==> config.mk <==
export PLATFORM = sky130hd
export DESIGN_NAME = time_set_controller
export DESIGN_NICKNAME = d
export VERILOG_FILES = /design/src/rtl/time_set_controller.sv
export SDC_FILE = /design/constraint.sdc
export NUM_CORES = 1
export LEC_CHECK = 0
export ABC_AREA = 1
export CORE_MARGIN = 3
export CORE_UTILIZATION = 40
export CTS_BUF_LIST = sky130_fd_sc_hd__clkbuf_8
export CTS_CLUSTER_SIZE = 25
export DETAILED_ROUTE_END_ITERATION = 7
export GPL_TIMING_DRIVEN = 0
export SYNTH_ARGS = -nofsm -noshare
export SYNTH_HDL_FRONTEND = slang
export SYNTH_SLANG_ARGS = --single-unit
==> constraint.sdc <==
create_clock -name clk -period 2.05 [get_ports clk]
set_input_delay 0.615 -clock clk [delete_from_list [all_inputs] [get_ports clk]]
set_output_delay 0.615 -clock clk [all_outputs]
set_load 0.03 [all_outputs]
==> src/rtl/time_set_controller.sv <==
// Time-setting sequencer for the electronic clock.
// Turns the set / change-field / add key levels into a RUN/SET_x mode FSM,
// field-select flags, one-cycle increment pulses with add-key auto-repeat,
// and an inactivity timeout that drops back to RUN.
module time_set_controller #(
  parameter int unsigned TIMEOUT_CYCLES      = 500_000_000,
  parameter int unsigned REPEAT_DELAY_CYCLES = 25_000_000,
  parameter int unsigned REPEAT_RATE_CYCLES  = 5_000_000
) (
  input  logic       clk,
  input  logic       rst,
  input  logic       set_time_key,
  input  logic       set_time_change_key,
  input  logic       set_time_add_key,
  output logic       run_en,
  output logic       set_hour,
  output logic       set_minute,
  output logic       set_second,
  output logic       inc_hour,
  output logic       inc_minute,
  output logic       inc_second,
  output logic [1:0] mode
);

  localparam int unsigned REP_MAX = (REPEAT_DELAY_CYCLES > REPEAT_RATE_CYCLES) ?
                                    REPEAT_DELAY_CYCLES : REPEAT_RATE_CYCLES;
  localparam int TW = $clog2(TIMEOUT_CYCLES + 1);
  localparam int RW = $clog2(REP_MAX + 1);

  // The exit fires on the edge where the count would reach TIMEOUT_CYCLES,
  // so RUN is visible exactly TIMEOUT_CYCLES cycles after the last clear.
  localparam logic [TW-1:0] TO_LAST = TW'(TIMEOUT_CYCLES - 1);
  localparam logic [TW-1:0] TO_SAT  = TW'(TIMEOUT_CYCLES);
  localparam logic [RW-1:0] RP_DLY  = RW'(REPEAT_DELAY_CYCLES);
  localparam logic [RW-1:0] RP_RATE = RW'(REPEAT_RATE_CYCLES);
  localparam logic [RW-1:0] RP_SAT  = RW'(REP_MAX);
  localparam logic [RW-1:0] RP_ONE  = RW'(1);

  typedef enum logic [1:0] {
    M_RUN  = 2'b00,
    M_HOUR = 2'b01,
    M_MIN  = 2'b10,
    M_SEC  = 2'b11
  } mode_e;

  mode_e          mode_q, mode_d, nxt_field;
  logic [2:0]     key_d_q;
  logic [TW-1:0]  to_cnt_q, to_cnt_d;
  logic [RW-1:0]  rep_cnt_q, rep_cnt_d;
  logic           rep_act_q, rep_act_d;
  logic           rep_first_q, rep_first_d;
  logic           pulse_d;
  logic           set_rise, chg_rise, add_rise, rep_due;

  assign set_rise = set_time_key        & ~key_d_q[2];
  assign chg_rise = set_time_change_key & ~key_d_q[1];
  assign add_rise = set_time_add_key    & ~key_d_q[0];
  assign rep_due  = (rep_cnt_q == (rep_first_q ? RP_DLY : RP_RATE));
  assign mode     = mode_q;

  // Field rotation for the change key: HOUR -> MINUTE -> SECOND -> HOUR.
  always_comb begin
    nxt_field = M_HOUR;
    case (mode_q)
      M_HOUR:  nxt_field = M_MIN;
      M_MIN:   nxt_field = M_SEC;
      default: nxt_field = M_HOUR;
    endcase
  end

  // Next-state: prioritised key events, auto-repeat and timeout.
  always_comb begin
    mode_d      = mode_q;
    to_cnt_d    = to_cnt_q;
    rep_act_d   = rep_act_q;
    rep_first_d = rep_first_q;
    rep_cnt_d   = rep_cnt_q;
    pulse_d     = 1'b0;
    if (mode_q == M_RUN) begin
      to_cnt_d    = '0;
      rep_act_d   = 1'b0;
      rep_first_d = 1'b0;
      rep_cnt_d   = '0;
      if (set_rise) mode_d = M_HOUR;
    end else if (set_rise) begin
      mode_d      = M_RUN;
      to_cnt_d    = '0;
      rep_act_d   = 1'b0;
      rep_first_d = 1'b0;
      rep_cnt_d   = '0;
    end else if (chg_rise) begin
      // A held add key stays dead after a field change until re-pressed.
      mode_d      = nxt_field;
      to_cnt_d    = '0;
      rep_act_d   = 1'b0;
      rep_first_d = 1'b0;
      rep_cnt_d   = '0;
    end else if (add_rise) begin
      pulse_d     = 1'b1;
      to_cnt_d    = '0;
      rep_act_d   = 1'b1;
      rep_first_d = 1'b1;
      rep_cnt_d   = RP_ONE;
    end else if (rep_act_q && set_time_add_key && rep_due) begin
      pulse_d     = 1'b1;
      to_cnt_d    = '0;
      rep_first_d = 1'b0;
      rep_cnt_d   = RP_ONE;
    end else if (to_cnt_q == TO_LAST) begin
      mode_d      = M_RUN;
      to_cnt_d    = '0;
      rep_act_d   = 1'b0;
      rep_first_d = 1'b0;
      rep_cnt_d   = '0;
    end else begin
      if (to_cnt_q != TO_SAT) to_cnt_d = to_cnt_q + 1'b1;
      if (!set_time_add_key) begin
        rep_act_d   = 1'b0;
        rep_first_d = 1'b0;
        rep_cnt_d   = '0;
      end else if (rep_act_q && rep_cnt_q != RP_SAT) begin
        rep_cnt_d = rep_cnt_q + 1'b1;
      end
    end
  end

  // State and registered outputs; key delays reset high so held keys need a re-press.
  always_ff @(posedge clk) begin
    if (!rst) begin
      mode_q      <= M_RUN;
      key_d_q     <= 3'b111;
      to_cnt_q    <= '0;
      rep_cnt_q   <= '0;
      rep_act_q   <= 1'b0;
      rep_first_q <= 1'b0;
      run_en      <= 1'b1;
      set_hour    <= 1'b0;
      set_minute  <= 1'b0;
      set_second  <= 1'b0;
      inc_hour    <= 1'b0;
      inc_minute  <= 1'b0;
      inc_second  <= 1'b0;
    end else begin
      mode_q      <= mode_d;
      key_d_q     <= {set_time_key, set_time_change_key, set_time_add_key};
      to_cnt_q    <= to_cnt_d;
      rep_cnt_q   <= rep_cnt_d;
      rep_act_q   <= rep_act_d;
      rep_first_q <= rep_first_d;
      run_en      <= (mode_d == M_RUN);
      set_hour    <= (mode_d == M_HOUR);
      set_minute  <= (mode_d == M_MIN);
      set_second  <= (mode_d == M_SEC);
      inc_hour    <= pulse_d && (mode_q == M_HOUR);
      inc_minute  <= pulse_d && (mode_q == M_MIN);
      inc_second  <= pulse_d && (mode_q == M_SEC);
    end
  end

endmodule
## Word level (Yosys, flattened, before mapping)

Cells that the tools add are included.

- Bitwise operators: 8
- Add/sub/neg operators: 2
- Reductions and logical operators: 12
- Muxes and demuxes: 25
- Equal/unequal tests: 14

Operators by type and width:

| operator | number |
|---|---|
| 29-bit by 1-bit adder with 29-bit output (second input constant) | 1 |
| 29-bit equality test (second input constant) | 1 |
| 29-bit != test (second input constant) | 1 |
| 25-bit by 1-bit adder with 25-bit output (second input constant) | 1 |
| 25-bit equality test | 1 |
| 25-bit 2-to-1 mux | 1 |
| 25-bit != test (second input constant) | 1 |
| 1-bit 2-to-1 mux | 16 |
| 2-bit 2-to-1 mux | 7 |
| 2-bit equality test (second input constant) | 4 |
| 8-bit OR reduction | 1 |
| 7-bit OR reduction | 1 |
| 1-bit logical AND | 6 |
| 5-bit by 1-bit != test with 1-bit output (second input constant) | 1 |
| 1-bit inverter | 5 |
| 2-bit by 1-bit equality test with 1-bit output (second input constant) | 2 |
| 2-bit zero test | 2 |
| 4-bit by 1-bit != test with 1-bit output (second input constant) | 1 |
| 2-bit case mux with 2 select lines | 1 |
| 4-bit OR reduction | 1 |
| 1-bit AND | 3 |
| 3-bit by 1-bit != test with 1-bit output (second input constant) | 1 |
| 2-bit != test (second input constant) | 1 |
| 2-bit AND reduction | 1 |

- Logic and storage cells: 75
- Register bits after elaboration: 68
- Input port bits: 5

## Longest topological paths before layout

Gate-level depths: netlist (run 1).

- Depth in word-level cells: 9
- Mapped depth: 13
- Depth with buffers taken out: 13

## Least setup slack after synthesis (run 1)

Ideal clock, no wire load.

- Kind: reg2reg
- Start: register mode_q[0], in the netlist mode[0]
- End: register to_cnt_q[14]
- Setup slack: 0.194 ns
- Path buffers: 1
- Setup time: 0.058 ns
- Required time: 1.992 ns
- Arrival: 1.798 ns
- Stages on the path, launching flop included: 12
- Path through: dfxtp_1 inv_1 ha_1 nor2_1 inv_1 nor2_1 nand2_1 nor2_1 nand2_4 buf_6 a21oi_1 o21a_1

- Cells in the longest elaborated chain, start to end: 2

RTL lines:

| what | line | source |
|---|---|---|
| start: declaration | 46 | `mode_e mode_q, mode_d, nxt_field;` |
| start signal: assignment | 144 | `mode_q <= mode_d;` |
| 2-bit zero test | 79 | `if (mode_q == M_RUN) begin` |
| 7-bit OR reduction (no source line) | - |  |
| end signal: assignment | 146 | `to_cnt_q <= to_cnt_d;` |
| end: declaration | 48 | `logic [TW-1:0] to_cnt_q, to_cnt_d;` |

No other way between the ends.
A chain may end at the register's enable or synchronous reset.

## Final worst setup path (run 1)

- Start: input port set_time_add_key
- End: register to_cnt_q[18]

- Cells in the longest elaborated chain, start to end: 3
- Elaborated cells between the ends (all ways): 4
- Those cells by class: bitwise (1); reduce/logical (3)

RTL lines:

| what | line | source |
|---|---|---|
| start: declaration | 14 | `input logic set_time_add_key,` |
| 1-bit logical AND (2 in series) | 104 | `end else if (rep_act_q && set_time_add_key && rep_due) begin` |
| 7-bit OR reduction (no source line) * | - |  |

Mark *: on every way between the ends. The rest lies on a longest branch, timed or not.

==> metrics, run 1 <==
startpoint type of the worst setup path=primary input; count of unique library cells instantiated by Yosys=36; arrival time reported for the critical path endpoint=2.22 ns; CTS sink cnt=68; sequential share of the synthesized area=about a third; proportion of netlist area held by the largest area contributor=approximately 34%; critical path endpoint category=register; antenna diode count=0; initial core utilization=a little over two fifths; IR Drop Worst-Case VDD=approximately 350 uV; worst slack at placement=-0.296 ns; growth of design area from synthesis to finish=14.4%; worst path setup slack after routing=just under 0.06 ns; CTS tree=done; post-detailed-route DRC marker count=0; instance count of the mapped netlist=approximately 580; Clock Latency Late Sink=around 0.34 ns; maximum number of pins on one net before global-route repair=13; post-route clock skew=~0.010 ns; PD cells=around 660 mW/mm^2; detailed-router iteration count before antenna repair=4; required time of the worst setup path=between 2 and 2.5 ns; synthesis-stage register bit count=68; placeable core area=~0.0094 mm^2; overall die area=0.0111 mm^2; number of antenna violations at the first check in global routing=0; initial drt markers=184; cell area after synthesis=around 0.004 mm^2; Reg clk slew, reported paths=0.07 ns; post-DR wirelength/cell=between 10 and 15 um; wire length of the first global-routing pass=around 15 mm; number of rows created at floorplan=35; outcome=finished, final reports clean; Worst Max-Slew Pin Slew=0.434 ns; aggregate global routing overflow=0; Final Instance Count excl. Fillers=740; number of vias after detailed routing=between 3000 and 4000; Final Cycle Share=a little over nine tenths; overall routed net length=approximately 9 mm; Max H-tree Level=3; path class of the lowest-slack min-delay path=register to register; number of global-route vias before repair=around 3300; final critical path time including I/O delays and setup=between 1.5 and 2 ns; final setup violating endpoints=0; Port Buffers=13; RD Place Congestion=roughly 0.88; root buffer selected by CTS=clkbuf_8; fraction of final layout cells sized beyond drive strength 1=14.4%; post-synth top area cell=dfxtp_1; Placed Cells incl. Taps=between 700 and 800; kind of critical path=primary input to register; leading post-synthesis cells by cell area=dfxtp_1, nand2_1, nor2_1; Synthesis Warnings=0; number of buffers between clock root and the deepest sink=2; number of CTS-inserted buffers=9; largest fanout on the critical path=10; max-slew violation count=0; worst max-slew margin expressed relative to the limit=70.8%; vias per cell=between 4 and 5; final hold vios=0; Die Y-Extent=approximately 110 um; Max-cap violations=0; Synthesized Nets=a little under 600; detailed placement HPWL=just under 7 mm; Die X-Extent=approximately 110 um; Achievable Freq=0.502 GHz; number of nets in the finished design=~620; ANT nets after route=0; standby leakage power=about 0.0017 uW; synthesized area per cell=between 6 and 7 um^2; IO Pins=14; All-Layer GR Usage=about 17%; Sum Neg Setup Slack=0 ns
==> cell type report <==
type / count / area, um^2
Tap cell: 129 / 161
Clock buffer: 10 / 138
Clock inverter: 6 / 86.3
Timing Repair Buffer: 16 / 150
Buffer: 9 / 68.8
Inverter: 83 / 312
Multi-Input combinational cell: 419 / 2230
Fill cell: 949 / 4900
Sequential cell: 68 / 1370
==> Yosys cell counts, drive strengths merged <==
cell and n:
or2 2, o21a 5, o21ai 16, nor2 88, clkinv 1, buf 8
nand3 41, nor4 2, a21oi 42, xor2 11, clkbuf 1, xnor2 5
nand2 144, dfxtp 68, o221ai 1, nor3 26, inv 82, nand4 16
ha 8, nor3b 12
==> power breakdown <==
| part | leakage, uW | switching, uW | internal, uW | total, uW |
|---|---|---|---|---|
| Sequential | 0.000551 | 25.8 | 1350 | 1380 |
| Combinational | 0.00101 | 221 | 127 | 348 |
| Clock | 0.000113 | 542 | 719 | 1260 |
| Total | 0.00168 | 789 | 2200 | 2990 |
==> layout by cell type (no fill, tap or decap), drive strengths merged <==
cell type      instances
nor2                  88
xor2                  11
o21a                   5
bufinv                 2
nand4                 16
or2                    2
inv                   83
a21oi                 42
xnor2                  5
clkdlybuf4s50         11
dfxtp                 68
nand2                144
nor3                  26
o21ai                 16
dlygate4sd2            2
nand3                 41
o221ai                 1
buf                   11
ha                     8
clkinvlp               1
nor4                   2
clkbuf                11
clkinv                 3
nor3b                 12
==> worst paths after layout <==
check | slack, ns | startpoint | to | cells past startpoint
max | 0.06 | set_time_add_key | to_cnt_q[18] | 8
min | 0.46 | to_cnt_q[28] | to_cnt_q[28] | 2
max reg2reg | 0.17 | rep_cnt_q[0] | to_cnt_q[18] | 11
min reg2reg | 0.46 | to_cnt_q[28] | to_cnt_q[28] | 2
==> state kept, by name (all words and copies together), names as in the netlist <==
signal,cells
to_cnt_q,29
rep_cnt_q,25
key_d_q,3
mode,2
inc_hour,1
inc_minute,1
inc_second,1
rep_act_q,1
rep_first_q,1
run_en,1
set_hour,1
set_minute,1
set_second,1
==> metal layers <==
metal | up-vias | global-route usage (%) | wire length (um)
li1 | 1908 | - | -
met4 | 0 | 3.84 | 93
met1 | 1706 | 23.2 | 4540
met5 | - | 0 | 0
met2 | 76 | 26.6 | 3960
met3 | 6 | 3.74 | 428
==> kinds of logic after synthesis <==
group	after synthesis	synth area share [%]
buf+inv	92	9.60
flops	68	34.5
fa+ha+maj	8	2.54
xor+xnor	16	3.55
simple gates	331	41.2
compound gates	64	8.62
==> through the flow <==
step	hold slack (ns)	utilization (%)	instance area [um^2]	power [uW]
2_1_floorplan	0.439	-	3950	1640
5_1_grt	0.492	47.9	4510	3120
4_1_cts	0.465	47.4	4470	3020
6_report	0.461	47.9	4510	2990
3_5_place_dp	0.452	45.0	4240	1750
3_3_place_gp	0.449	45.0	4240	1750
==> worst max-delay path, cell delays in order <==
cell             delay (ns)
clkdlybuf4s50_1        0.52
inv_1                  0.13
or2_2                  0.33
nand2_2                0.11
inv_2                  0.07
nand2_4                0.11
buf_2                  0.25
nor2_1                 0.07
==> timing repair <==
action	CTS	global route
endpoints found under the setup margin	4	41
pin swaps	0	1
setup buffers	0	3
hold buffers	0	0
gates resized for setup	3	11
(Power assumes the default switching activity.)
==> run 2, diff against run 1 <==
--- a/config.mk
+++ b/config.mk
@@ -5,13 +5,15 @@
 export SDC_FILE = /design/constraint.sdc
 export NUM_CORES = 1
 export LEC_CHECK = 0
-export ABC_AREA = 1
+export ABC_AREA = 0
+export CAP_MARGIN = 20
 export CORE_MARGIN = 3
 export CORE_UTILIZATION = 40
 export CTS_BUF_LIST = sky130_fd_sc_hd__clkbuf_8
 export CTS_CLUSTER_SIZE = 25
 export DETAILED_ROUTE_END_ITERATION = 7
 export GPL_TIMING_DRIVEN = 0
+export RECOVER_POWER = 50
 export SYNTH_ARGS = -nofsm -noshare
 export SYNTH_HDL_FRONTEND = slang
 export SYNTH_SLANG_ARGS = --single-unit
==> run 2 against run 1 <==
Effect of this change: global-route usage shrank 2.2 points; synthesized cell count is 36% lower; register-to-register slack got worse by 0.07 ns; non-clock buffer count down 1; critical path type unchanged; area after synthesis down 15%; clock skew up 0.0024 ns; sequential share of layout area is 5.0 points higher; critical path depth decreased by 1; sequential cell count unchanged; largest power group unchanged; routed wire length is 24% lower; die area down 14%.
==> metrics, run 2 <==
final hold slack=0.509 ns; overall die area=0.00952 mm^2; top flip-flop cell by instance count after synthesis=dfxtp_1; cell types with the highest counts after synthesis=dfxtp_1, nor2_1, xor2_1; antenna diode count=0; wire length of the first global-routing pass=approximately 12 mm; proportion of netlist area held by the largest area contributor=approximately 40%; Max H-tree Level=3; max-slew violation count=0; outcome=finished, final reports clean; number of buffers between clock root and the deepest sink=2; Die X-Extent=between 90 and 100 um; number of rows created at floorplan=32; Achievable Freq=approximately 0.50 GHz; Sum Neg Setup Slack=0 ns; startpoint type of the worst setup path=primary input; Worst Max-Slew Pin Slew=about 0.54 ns; IR Drop Worst-Case VDD=just over 300 uV; switching fraction of total power=between 20% and 30%; kind of critical path=primary input to register; final setup violating endpoints=0; standby leakage power=about 0.0013 uW; hold buffer count at cts=0; overall routed net length=roughly 6.8 mm; Clock Latency Late Sink=between 0.3 and 0.4 ns; post-route clock skew=0.0124 ns; proportion of power drawn by flip-flops and latches=a little under three fifths; part of the total power dissipated in combinational logic=approximately 3.8%; Final Cycle Share=97.2%; fraction of final layout cells sized beyond drive strength 1=between 10% and 20%; leading post-synthesis cells by cell area=dfxtp_1, nor2_1, xor2_1; Synthesized Nets=between 300 and 400; count of unique library cells instantiated by Yosys=55; growth of design area from synthesis to finish=15.3%; cell area after synthesis=around 0.0034 mm^2; Synthesis Warnings=0; final design utilization=about half; maximum number of pins on one net before global-route repair=13; worst max-slew margin expressed relative to the limit=a little under two thirds; Max-cap violations=0; worst min-delay path startpoint=rep_first_q; most frequent cell after synthesis=dfxtp_1; CTS tree=done; number of global-route vias before repair=around 2400; RD Place Congestion=about 0.77; IO Pins=14; placeable core area=between 0.007 and 0.008 mm^2; detailed placement HPWL=~4.8 mm; Hold Crit Depth=2; instance count of the mapped netlist=about 370; path class of the lowest-slack min-delay path=register to register; number of flops mapped to enable cells by yosys=0; number of flip-flops under the largest register name=29; clock network fraction of total power=41.0%; switching pwr=around 580 uW; fraction of registers with async set/reset=0%; PD cells=around 630 mW/mm^2; vias per cell=about 5.4; final hold vios=0; post-DR wirelength/cell=around 13 um; detailed-router iteration count before antenna repair=4; All-Layer GR Usage=approximately 15%; worst flop-to-flop path startpoint=to_cnt_q[9]; arrival time reported for the critical path endpoint=between 2 and 2.5 ns; CTS sink cnt=a little under 70; initial drt markers=roughly 130; largest fanout on the critical path=10; required time of the worst setup path=approximately 2.3 ns; root buffer selected by CTS=clkbuf_8; internal power=between 1500 and 2000 uW; sequential share of the synthesized area=between 40% and 50%; Reg clk slew, reported paths=about 0.08 ns; ANT nets after route=0; commonest non-fill, non-tap cell in the layout=dfxtp_1; largest register by flop count=to_cnt_q; post-synth top area cell=dfxtp_1; commonest cells after routing, fill and taps aside=dfxtp_1, nor2_1, xor2_1; synthesis-stage register bit count=68; synthesized area per cell=between 9 and 10 um^2; crit path launch=set_time_change_key; post-detailed-route DRC marker count=0; Die Y-Extent=around 98 um; number of nets in the finished design=between 400 and 500; depth of the worst register-to-register path=6; number of antenna violations at the first check in global routing=0; Port Buffers=13; aggregate global routing overflow=0; number of vias after detailed routing=2714; reg-to-reg slack, setup=approximately 0.1 ns; initial core utilization=approximately 42%; top flop regs=to_cnt_q x29, rep_cnt_q x25, key_d_q x3; critical path endpoint category=register; number of CTS-inserted buffers=9; final critical path time including I/O delays and setup=roughly 2 ns
-- run 2: power groups by stage --
stage                     Sequential, uW  Combinational (uW)  Clock, uW
after floorplan                     1370                49.8          0
after global placement              1360                85.4          0
after detailed placement            1360                86.8          0
after global routing                1330                 100       1080
final                               1330                91.4        992
after CTS                           1330                89.5       1030
-- run 2: per-stage QoR --
step / cells / total power [uW] / setup slack (ns) / instance area [um^2]
2_1_floorplan: 372 / 1420 / 0.0247 / 3350
3_3_place_gp: 487 / 1450 / -0.401 / 3610
3_5_place_dp: 487 / 1450 / -0.417 / 3610
4_1_cts: 503 / 2450 / 0.00172 / 3800
5_1_grt: 506 / 2520 / -0.0163 / 3870
6_report: 506 / 2420 / 0.0579 / 3870
-- run 2: final cells by class --
type,instances,area (um^2)
fill,765,4060
multi-input combinational,283,1940
sequential,68,1360
timing repair buffer,16,153
clock buffer,10,138
tap,102,128
buffer,8,56.3
inverter,13,48.8
clock inverter,6,40.0
-- run 2: what timing repair did --
action / 4_1_cts / 5_1_grt
pin swaps: 1 / 2
endpoints found under the setup margin: 29 / 36
hold endpoints to repair: 0 / 0
buffers inserted: 0 / 3
gates resized for setup: 5 / 10
-- run 2: cells by family (layout without fill, tap and decap cells) --
logic type      count (synthesis)  after routing  share of synthesized area (%)
fa+ha+maj                       8              8                           2.99
xor+xnor                       47             47                           12.3
buf+inv                        21             53                           2.98
simple gates                  195            195                           33.0
flops                          68             68                           40.6
compound gates                 30             30                           7.20
mux                             3              3                          0.933
-- run 2: path summary, 6_finish.rpt --
kind	endpoint
min reg2reg	rep_first_q
min	rep_first_q
max reg2reg	rep_cnt_q[5]
max	rep_cnt_q[5]
-- run 2: per-layer routing --
metal	wire (um)	GRT usage, %
met3	254	4.95
met4	82	4.47
met1	3360	19.6
met5	0	0
met2	3110	22.2
-- run 2: critical path, cell delays in order --
cell and delay, ns:
clkdlybuf4s50_1 0.42, and2b_2 0.24, buf_4 0.15, nor3_4 0.26, nand3_2 0.22, clkbuf_4 0.25, nor2_1 0.12
